--- config.mk ---
export PLATFORM = sky130hd
export DESIGN_NAME = seq_restoring_divider_flat
export DESIGN_NICKNAME = d
export VERILOG_FILES = /design/src/rtl/seq_restoring_divider_if.sv /design/src/rtl/seq_restoring_divider.sv /design/src/flat_wrapper.sv
export SDC_FILE = /design/constraint.sdc
export NUM_CORES = 1
export LEC_CHECK = 0
export BUFFER_PORTS_ARGS = -buffer_cell sky130_fd_sc_hd__buf_2
export CAP_MARGIN = 20
export CORE_MARGIN = 8
export CORE_UTILIZATION = 52
export CTS_CLUSTER_DIAMETER = 150
export DETAILED_ROUTE_END_ITERATION = 6
export PLACE_DENSITY = 0.84
export SYNTH_ARGS = -nofsm -noshare
export SYNTH_HDL_FRONTEND = slang
export SYNTH_SLANG_ARGS = --single-unit
--- constraint.sdc ---
create_clock -name clk -period 4.8 [get_ports clk]
set_clock_uncertainty 0.1 [all_clocks]
set_input_delay 0.48 -clock clk [delete_from_list [all_inputs] [get_ports clk]]
set_output_delay 0.48 -clock clk [all_outputs]
set_load 0.03 [all_outputs]
--- src/rtl/seq_restoring_divider_if.sv ---
// Start/busy/done handshake bundle between the ALU control (master) and the
// sequential restoring divider (slave).
interface seq_restoring_divider_if #(
    parameter int WIDTH = 4
);
    logic             start;
    logic [WIDTH-1:0] dividend;
    logic [WIDTH-1:0] divisor;
    logic             busy;
    logic             done;
    logic [WIDTH-1:0] quotient;
    logic [WIDTH-1:0] remainder;
    logic             div_by_zero;

    modport master (
        output start, dividend, divisor,
        input  busy, done, quotient, remainder, div_by_zero
    );

    modport slave (
        input  start, dividend, divisor,
        output busy, done, quotient, remainder, div_by_zero
    );
endinterface

--- src/rtl/seq_restoring_divider.sv ---
// Multi-cycle restoring shift-subtract divider, one quotient bit per clock.
// Define SIGNED_DIV_EN for two's-complement operands (adds one FIXUP cycle).
module seq_restoring_divider #(
    parameter int WIDTH = 4
) (
    input  logic                    clk,
    input  logic                    rst_n,
    seq_restoring_divider_if.slave  bus
);
    localparam int CW = $clog2(WIDTH + 1);

    typedef enum logic [1:0] {
        S_IDLE,
        S_RUN,
        S_FIXUP,
        S_FINISH
    } state_t;

    state_t           state_q, state_d;
    logic [CW-1:0]    cnt_q, cnt_d;
    logic [WIDTH-1:0] rem_q, rem_d;
    logic [WIDTH-1:0] dvd_q, dvd_d;
    logic [WIDTH-1:0] dsr_q, dsr_d;
    logic [WIDTH-1:0] quo_q, quo_d;
    logic [WIDTH-1:0] rmd_q, rmd_d;
    logic             busy_q, busy_d;
    logic             done_q, done_d;
    logic             dbz_q, dbz_d;
`ifdef SIGNED_DIV_EN
    logic             neg_quo_q, neg_quo_d;
    logic             neg_rem_q, neg_rem_d;
`endif

    logic [WIDTH:0]   rem_shift;
    logic             q_bit;
    logic [WIDTH-1:0] rem_next;

    always_comb begin
        // NOTE: every variable gets a default first so no path leaves it unassigned (no latches).
        state_d = state_q;
        cnt_d   = cnt_q;
        rem_d   = rem_q;
        dvd_d   = dvd_q;
        dsr_d   = dsr_q;
        quo_d   = quo_q;
        rmd_d   = rmd_q;
        busy_d  = busy_q;
        done_d  = 1'b0;
        dbz_d   = dbz_q;
`ifdef SIGNED_DIV_EN
        neg_quo_d = neg_quo_q;
        neg_rem_d = neg_rem_q;
`endif

        // The partial remainder is always < divisor, so it fits back in WIDTH bits.
        rem_shift = {rem_q, dvd_q[WIDTH-1]};
        q_bit     = (rem_shift >= {1'b0, dsr_q});
        rem_next  = q_bit ? WIDTH'(rem_shift - {1'b0, dsr_q}) : rem_shift[WIDTH-1:0];

        case (state_q)
            S_IDLE: begin
                if (bus.start) begin
                    dbz_d = 1'b0;
                    rem_d = '0;
`ifdef SIGNED_DIV_EN
                    dvd_d     = bus.dividend[WIDTH-1] ? -bus.dividend : bus.dividend;
                    dsr_d     = bus.divisor[WIDTH-1]  ? -bus.divisor  : bus.divisor;
                    neg_quo_d = bus.dividend[WIDTH-1] ^ bus.divisor[WIDTH-1];
                    neg_rem_d = bus.dividend[WIDTH-1];
`else
                    dvd_d = bus.dividend;
                    dsr_d = bus.divisor;
`endif
                    if (bus.divisor == '0) begin
                        state_d = S_FINISH;
                        done_d  = 1'b1;
                        dbz_d   = 1'b1;
                        quo_d   = '1;
                        rmd_d   = bus.dividend;
                    end else begin
                        state_d = S_RUN;
                        busy_d  = 1'b1;
                        cnt_d   = CW'(WIDTH);
                    end
                end
            end

            S_RUN: begin
                rem_d = rem_next;
                dvd_d = {dvd_q[WIDTH-2:0], q_bit};
                cnt_d = cnt_q - CW'(1);
                if (cnt_q == CW'(1)) begin
`ifdef SIGNED_DIV_EN
                    state_d = S_FIXUP;
`else
                    state_d = S_FINISH;
                    busy_d  = 1'b0;
                    done_d  = 1'b1;
                    quo_d   = {dvd_q[WIDTH-2:0], q_bit};
                    rmd_d   = rem_next;
`endif
                end
            end

`ifdef SIGNED_DIV_EN
            // Magnitudes are done; restore signs (quotient toward zero, remainder follows dividend).
            S_FIXUP: begin
                state_d = S_FINISH;
                busy_d  = 1'b0;
                done_d  = 1'b1;
                quo_d   = neg_quo_q ? -dvd_q : dvd_q;
                rmd_d   = neg_rem_q ? -rem_q : rem_q;
            end
`endif

            S_FINISH: state_d = S_IDLE;

            default:  state_d = S_IDLE;
        endcase
    end

    // NOTE: sequential state uses non-blocking assignments so all flops update together.
    always_ff @(posedge clk or negedge rst_n) begin
        if (!rst_n) begin
            state_q <= S_IDLE;
            cnt_q   <= '0;
            rem_q   <= '0;
            dvd_q   <= '0;
            dsr_q   <= '0;
            quo_q   <= '0;
            rmd_q   <= '0;
            busy_q  <= 1'b0;
            done_q  <= 1'b0;
            dbz_q   <= 1'b0;
`ifdef SIGNED_DIV_EN
            neg_quo_q <= 1'b0;
            neg_rem_q <= 1'b0;
`endif
        end else begin
            state_q <= state_d;
            cnt_q   <= cnt_d;
            rem_q   <= rem_d;
            dvd_q   <= dvd_d;
            dsr_q   <= dsr_d;
            quo_q   <= quo_d;
            rmd_q   <= rmd_d;
            busy_q  <= busy_d;
            done_q  <= done_d;
            dbz_q   <= dbz_d;
`ifdef SIGNED_DIV_EN
            neg_quo_q <= neg_quo_d;
            neg_rem_q <= neg_rem_d;
`endif
        end
    end

    assign bus.busy        = busy_q;
    assign bus.done        = done_q;
    assign bus.quotient    = quo_q;
    assign bus.remainder   = rmd_q;
    assign bus.div_by_zero = dbz_q;
endmodule

--- src/flat_wrapper.sv ---
// flat-port wrapper written by rule: the top's interface ports become plain ports
module seq_restoring_divider_flat 
#(
    parameter int WIDTH = 4
)
  (clk, rst_n, bus_start, bus_dividend, bus_divisor, bus_busy, bus_done, bus_quotient, bus_remainder, bus_div_by_zero);
  seq_restoring_divider_if #(.WIDTH(WIDTH)) bus_i ();
  input  logic clk;
  input  logic rst_n;
  input wire logic [$bits(bus_i.start)-1:0] bus_start;
  input wire logic [$bits(bus_i.dividend)-1:0] bus_dividend;
  input wire logic [$bits(bus_i.divisor)-1:0] bus_divisor;
  output wire logic [$bits(bus_i.busy)-1:0] bus_busy;
  output wire logic [$bits(bus_i.done)-1:0] bus_done;
  output wire logic [$bits(bus_i.quotient)-1:0] bus_quotient;
  output wire logic [$bits(bus_i.remainder)-1:0] bus_remainder;
  output wire logic [$bits(bus_i.div_by_zero)-1:0] bus_div_by_zero;
  assign bus_i.start = bus_start;
  assign bus_i.dividend = bus_dividend;
  assign bus_i.divisor = bus_divisor;
  assign bus_busy = bus_i.busy;
  assign bus_done = bus_i.done;
  assign bus_quotient = bus_i.quotient;
  assign bus_remainder = bus_i.remainder;
  assign bus_div_by_zero = bus_i.div_by_zero;
  seq_restoring_divider #(.WIDTH(WIDTH)) u_core (.clk(clk), .rst_n(rst_n), .bus(bus_i));
endmodule
# Yosys cells after proc, flatten, opt, wreduce, memory -nomap -nowiden
# Index checks and enable logic that the tools add are counted.
# totals
register_bits	28
out_inout_bits	11
inputBits	11
word_cells	56
# classes
mux	28
reduce_logical	9
order_cmp	1
n_addsub	2
eq_ne	6
# ops
cell	count
$mux 4	9
$pmux 4 s2	4
$reduce_and 4->1	2
$mux 1	6
$mux 2	3
$mux 3	2
$pmux 3 s2	1
$reduce_and 2->1	3
$ge 5x4->1	1
$logic_not 4->1	1
$ne 2x1->1 const B	2
$ne 2x2->1 const B	2
$pmux 1 s2	2
$pmux 2 s2	1
$sub 4x4->4	1
$eq 3x1->1 const B	1
$reduce_and 3->1	1
$sub 3x1->3 const B	1
$eq 2x1->1 const B	1
$logic_not 2->1	1
$reduce_bool 2->1	1

# Depth between registers and ports, before layout
# Gate-level depths: netlist (run 1).
# logic_depth
ltp_word	4
mapped_depth	7
ltp_nobuf	7

# Worst setup path after synthesis (run 1)
# No wires, ideal clock.
# synth_path
path_kind	flip-flop to flip-flop
from	reg u_core.rem_q[0]
to	reg u_core.rmd_q[0], in the netlist u_core.bus.remainder[0]
path_buffers	0
path_stages_with_launch	6
setup_ps	84
arrival_time_ps	1637
slack_ps	2980
required_time_ps	4616
period_less_slack_ps	1820
cell_sequence	dfrtp_1 > ha_1 > inv_1 > o21a_4 > or4_4 > a41oi_2
# synth_via
elab_chain_cells	4
# synth_rtl
element	line_no	rtl
from (decl)	seq_restoring_divider.sv:21	logic [WIDTH-1:0] rem_q, rem_d;
from (signal assigned)	seq_restoring_divider.sv:142	rem_q <= rem_d;
$ge 5x4->1	seq_restoring_divider.sv:57	q_bit = (rem_shift >= {1'b0, dsr_q});
$mux 4	seq_restoring_divider.sv:58	rem_next = q_bit ? WIDTH'(rem_shift - {1'b0, dsr_q}) : rem_shift[WIDTH-1:0];
$mux 4	seq_restoring_divider.sv:92	if (cnt_q == CW'(1)) begin
$pmux 4 s2	seq_restoring_divider.sv:60	case (state_q)
to (signal assigned)	seq_restoring_divider.sv:146	rmd_q <= rmd_d;
to (decl)	seq_restoring_divider.sv:25	logic [WIDTH-1:0] rmd_q, rmd_d;
# Every way passes these cells. The select of a mux whose other input is x is not followed.
# A chain may end at the register's enable or synchronous reset.

# Final worst setup path (run 1)
# layout_path
from	reg u_core.state_q[1]
to	reg u_core.rmd_q[2], in the netlist u_core.bus.remainder[2]
# layout_via
elab_chain_cells	3
word_cells_on_any_way	8
classes_between	eq/ne (4); mux (1); reduce/logical (3)
# layout_rtl
element	line_no	rtl
from (decl)	seq_restoring_divider.sv:19	state_t state_q, state_d;
from (signal assigned)	seq_restoring_divider.sv:140	state_q <= state_d;
$eq 2x1->1 / $logic_not 2->1 (equally long branches)	seq_restoring_divider.sv:60	
$ne 2x1->1 (no line) (tied with other cells)	--	
$reduce_and 4->1 (no line)	--	
# Parallel ways exist; a longest one is shown, timed or not.

==> results of run 1 <==
[metrics by stage]
stage,hold WS [ns],cells,power [mW],cell area (sq um),util [%]
final,0.0269,198,1.39,1630,60.2
after global routing,0.0670,198,1.50,1630,60.2
after CTS,0.0588,197,1.39,1630,60.0
after detailed placement,0.412,193,1.23,1570,58.1
after global placement,0.390,193,1.19,1570,58.1
after floorplan,0.0844,146,1.05,1460,-
[worst min path at each step]
| stage | startpoint | to | depth (start not counted) |
|---|---|---|---|
| after detailed placement | u_core.dvd_q[0] | u_core.dvd_q[0] | 1 |
| after global routing | rst_n | u_core.rem_q[1] | 1 |
| after global placement | u_core.bus.div_by_zero | u_core.bus.div_by_zero | 1 |
| after floorplan | rst_n | u_core.bus.busy | 0 |
| final | rst_n | u_core.cnt_q[2] | 1 |
| after CTS | rst_n | u_core.cnt_q[1] | 1 |
[logic make-up (layout without fill, tap and decap cells)]
kind of cell	after synthesis	count (layout)	synth area share, %
AOI/OAI and AO/OA	40	40	18.8
and+or+nand+nor	51	51	19.1
DFF	28	28	48.1
xor gates and xnor gates	1	1	0.601
muxes	3	3	2.23
buffers and inverters	16	37	4.64
adders and majority gates	7	7	6.53
[synthesized netlist by cell type (2+ instances only)]
master,instances
dfrtp_1,28
nand2_1,16
nor2_1,13
inv_1,11
a21oi_1,10
o21ai_0,9
ha_1,6
nand3_1,4
o211ai_1,4
buf_2,3
nand4_1,3
a21o_1,2
a31oi_1,2
a41oi_1,2
mux2_2,2
nand2b_1,2
nand4b_1,2
nor3b_1,2
o21ai_1,2
[layer usage]
metal | global-route usage [%] | part of all wire, % | vias up
li1 | - | - | 568
met3 | 2.58 | 3.9 | 6
met2 | 24.4 | 53 | 29
met1 | 18.4 | 42 | 565
met4 | 3.51 | 1.1 | 0
met5 | 0 | 0 | -
[registers in the layout, summed over array words and instances, names as in the netlist]
signal                  count
u_core.dvd_q                4
u_core.bus.remainder        4
u_core.state_q              2
u_core.rem_q                4
u_core.cnt_q                3
u_core.bus.busy             1
u_core.bus.quotient         4
u_core.bus.done             1
u_core.dsr_q                4
u_core.bus.div_by_zero      1
[where the power goes]
group	switching, mW	total [mW]	internal, mW
Combinational	0.502	0.809	0.307
Clock	0.0724	0.157	0.0845
Sequential	0.0746	0.429	0.354
Total	0.649	1.39	0.745
[area by class of cell]
class                           count  area (sq um)
Inverter                           11          41.3
Fill cell                         230          1080
Sequential cell                    28           701
Multi-Input combinational cell    102           688
Tap cell                           31          38.8
Clock inverter                      1          30.0
Clock buffer                        3          22.5
Timing Repair Buffer               22           110
==> impl_metrics.ini, run 1 <==
[setup_path]
critPathTopFamily = compound AO/OA/AOI/OAI gates
crit_arrival_ns = 2.14
critPathCaptureType = register
max_stage_delay_ns = 0.68
r2r_slack_ns = 2.74
critPathSlowestCell = o2bb2ai_2
reg2reg_to = u_core.bus.remainder[2]
worstSetupPathDepth = 3
cp-start-kind = register
cp-startpoint = u_core.state_q[1]
path_class = register to register
reg2reg_depth = 3
path_cells = nand2b_1, o2bb2ai_2, a41oi_1
reg2reg_from = u_core.state_q[1]
worstSetupEndpoint = u_core.bus.remainder[2]
cp_max_fo = 17
crit_required_ns = 4.88
path_buf_inv = 0

[clock_network]
cts.sinks = 28
clkLatencyLatePin_ns = 0.34
cts_buffers = 3
htreeDepth = 1
cts_tree = built
clock-root-buffer = clkbuf_4
cts_hold_buf = 0
cts_resized = 0
post_cts_buffers = 0
clk_pin_slew_worst_paths_ns = 0.16
clk_path_buf_depth = 2

[min_path]
hp-class = primary input to async pin

[detailed_routing]
finalWirelength_mm = 3.13
drt-initial-drc-count = 69
route.detailed.wl_per_inst_um = 15.8
firstDrtPassIters = 5
vias_per_cell = 5.90
vias = 1168
drcViolationCount = 0
postRouteAntennaNets = 0

[flow_run]
maxCapViolations = 0

[yosys]
synth_area_leader_cell = dfrtp_1
async_flop_share_pct = 100
syn_avg_cell_area_sq_um = 9.98
synth.yosys.seq_area_share_pct = 48.1
synth_cell_type_count = 42
syn_nets = 164
synth.area.top_cells = dfrtp_1, ha_1, nand2_1
synth_top_area_share_pct = 48.1
synth_cells = 146
yosys_register_bits = 28
ys.flop_type = dfrtp_1
ys_warn_count = 0
synth_enable_flop_cells = 0
syn-cell-area_sq_um = 1460

[sta]
setup_slack_ns = 2.74
grt_setup_unrepaired = no
hold_viol_final = 0
tns_ns = 0
drv_slew = 0
period_share_pct = 42.9
setup_viol = 0
worst_pin_slew_ns = 0.766
fin_crit_ns = 2.06
fmax_mhz = 486
slew_headroom_pct = 48.8

[global_route]
grt_usage_pct = 14.4
grt_pass1_vias = 1133
grt_max_degree = 29
grt-ovfl-total = 0
grt_first_pass_wirelength_mm = 5.28
antenna_found_initial = 0

[power]
p_leak_nw = 0.731
powerDensity_nw_per_um2 = 855
irDropWorstVdd_mv = 0.444

[finish]
nNetsFinal = 186
area_growth_pct = 12.0
final_common_cell = dfrtp_1
drive_above_1_share_pct = 20.4
final_cell_mix = dfrtp_1, buf_2, nand2_1
antenna_cells = 0

[floorplanning]
fp.dieW_um = 68.9
ios = 22
core_sq_um = 2710
num_rows = 19
fp.dieH_um = 68.9
start_util_pct = 53.7
dieArea_sq_um = 4750

[status]
status = finished, final reports clean

[place]
port_buffers = 21
dp_slack_ns = 2.39
gp_congestion = 0.909
dpl.hpwl_mm = 2.38
(Power assumes the default switching activity.)
==> inputs of run 2 (changes only) <==
Clock period 4.8 ns to 2.15 ns, I/O delays scaled along.
==> run 2 against run 1 <==
Clock power is 66% higher. Sequential share of layout area shrank 0.84 points. Sequential cell count stayed put. Clock-buffer cell count up 1. Wire length is 1.2% lower. Core utilization rose by 1.2 points. Highest routed layer unchanged.
==> impl_metrics.ini, run 2 (synthesized netlist as in run 1, its figures left out) <==
[status]
status = finished, final reports clean

[floorplanning]
core_sq_um = 2710
dieArea_sq_um = 4750
fp.dieW_um = 68.9
start_util_pct = 53.7
ios = 22
fp.dieH_um = 68.9
num_rows = 19

[detailed_routing]
postRouteAntennaNets = 0
drcViolationCount = 0
vias = 1167
finalWirelength_mm = 3.09
firstDrtPassIters = 4
drt-initial-drc-count = 42
route.detailed.wl_per_inst_um = 15.2
vias_per_cell = 5.75

[global_route]
grt_first_pass_wirelength_mm = 5.49
grt_max_degree = 29
grt_usage_pct = 15.0
grt_pass1_vias = 1173
antenna_found_initial = 0
grt-ovfl-total = 0

[sta]
fmax_mhz = 506
setup_viol = 0
tns_ns = 0
slew_headroom_pct = 59.0
period_share_pct = 91.9
hold_viol_final = 0
fin_crit_ns = 1.98
worst_pin_slew_ns = 0.615
drv_slew = 0
grt_setup_unrepaired = no

[place]
dpl.cell_count = 198
port_buffers = 21
gp_congestion = 0.987
dpl.hpwl_mm = 2.30

[power]
switching_share_pct = 46.9
clkPwrFrac_pct = 8.4
power.switching_mw = 1.45
comb_power_share_pct = 60.6
p_leak_nw = 0.749
powerDensity_nw_per_um2 = 1850
p_seq_share_pct = 30.9
irDropWorstVdd_mv = 0.983
p_int_mw = 1.64

[finish]
final_common_cell = dfrtp_1
nNetsFinal = 191
area_growth_pct = 14.3
nFillCells = 223
final_cell_mix = dfrtp_1, buf_2, nand2_1
layoutNonFillerInstCount = 203
drive_above_1_share_pct = 22.7
antenna_cells = 0

[clock_network]
clk_pin_slew_worst_paths_ns = 0.15
clock-root-buffer = clkbuf_4
post_cts_buffers = 0
clk_path_buf_depth = 2
htreeDepth = 1
clkLatencyLatePin_ns = 0.33
cts_tree = built
cts.sinks = 28
cts_buffers = 3

[setup_path]
critPathCaptureType = register
max_stage_delay_ns = 0.49
cp-start-kind = register
cp_max_fo = 5
path_cells = ha_1, inv_1, o21a_4, or4_4, a41oi_2
critPathSlowestCell = or4_4
path_class = register to register
crit_required_ns = 2.31
crit_arrival_ns = 2.14

[min_path]
hp-class = primary input to register

[flow_run]
maxCapViolations = 0
-- run 2: critical path, delay by kind of cell (launching register included) --
| family | cells | cell delay [ns] |
|---|---|---|
| buf+inv | 1 | 0.09 |
| compound gates | 2 | 0.43 |
| simple gates | 1 | 0.49 |
| fa+ha+maj | 1 | 0.35 |
| flops | 1 | 0.45 |
-- run 2: worst paths after layout --
kind | end | slack, ns | from | cells past startpoint
min in group asynchronous | u_core.bus.busy | 0.30 | rst_n | 2
max in group asynchronous | u_core.bus.remainder[1] | 1.25 | rst_n | 2
max | u_core.bus.remainder[0] | 0.17 | u_core.rem_q[0] | 5
min reg2reg | u_core.dvd_q[1] | 0.43 | u_core.dvd_q[1] | 1
min | u_core.dsr_q[1] | 0.04 | bus_divisor[1] | 3
max reg2reg | u_core.bus.remainder[0] | 0.17 | u_core.rem_q[0] | 5
-- run 2: routing by layer --
layer | vias to the layer above | share of wire, % | global-route usage, %
li1 | 574 | - | -
met4 | 0 | 2.8 | 7.27
met1 | 558 | 43 | 19.2
met3 | 9 | 4.5 | 2.91
met5 | - | 0 | 0
met2 | 26 | 49 | 23.8
-- run 2: layout make-up --
| type | instances | area, sq um | share of cell area [%] |
|---|---|---|---|
| flip-flops and latches | 28 | 701 | 42.1 |
| multi-input cells | 102 | 694 | 41.7 |
| repair buffers | 27 | 153 | 9.17 |
| inverters | 11 | 41.3 | 2.48 |
| well taps | 31 | 38.8 | 2.33 |
| clock buffers | 4 | 36.3 | 2.18 |
-- run 2: power by group through the flow --
stage                     registers (mW)  logic [mW]  clock network (mW)
after floorplan                     1.11        1.23                   0
after global placement             0.951        1.79                   0
after detailed placement           0.965        1.85                   0
after CTS                          0.952        1.87               0.266
after global routing               0.983        2.10               0.296
final                              0.955        1.87               0.260
-- run 2: timing repair --
action | 4_1_cts | 5_1_grt
hold buffers | 1 | 0
endpoints found under the setup margin | 0 | 1
endpoints found under the hold margin | 28 | 0
gates resized for setup | 0 | 1
-- run 2: through the flow --
| stage | area, sq um | util [%] | hold WS (ns) | setup slack (ns) | power, mW |
|---|---|---|---|---|---|
| 2_1_floorplan | 1460 | - | -0.181 | 0.330 | 2.34 |
| 3_3_place_gp | 1610 | 59.5 | 0.161 | 0.296 | 2.74 |
| 3_5_place_dp | 1610 | 59.5 | 0.167 | 0.228 | 2.81 |
| 4_1_cts | 1660 | 61.2 | 0.0386 | 0.180 | 3.08 |
| 5_1_grt | 1660 | 61.4 | 0.0493 | 0.0779 | 3.38 |
| 6_report | 1660 | 61.4 | 0.0360 | 0.174 | 3.09 |
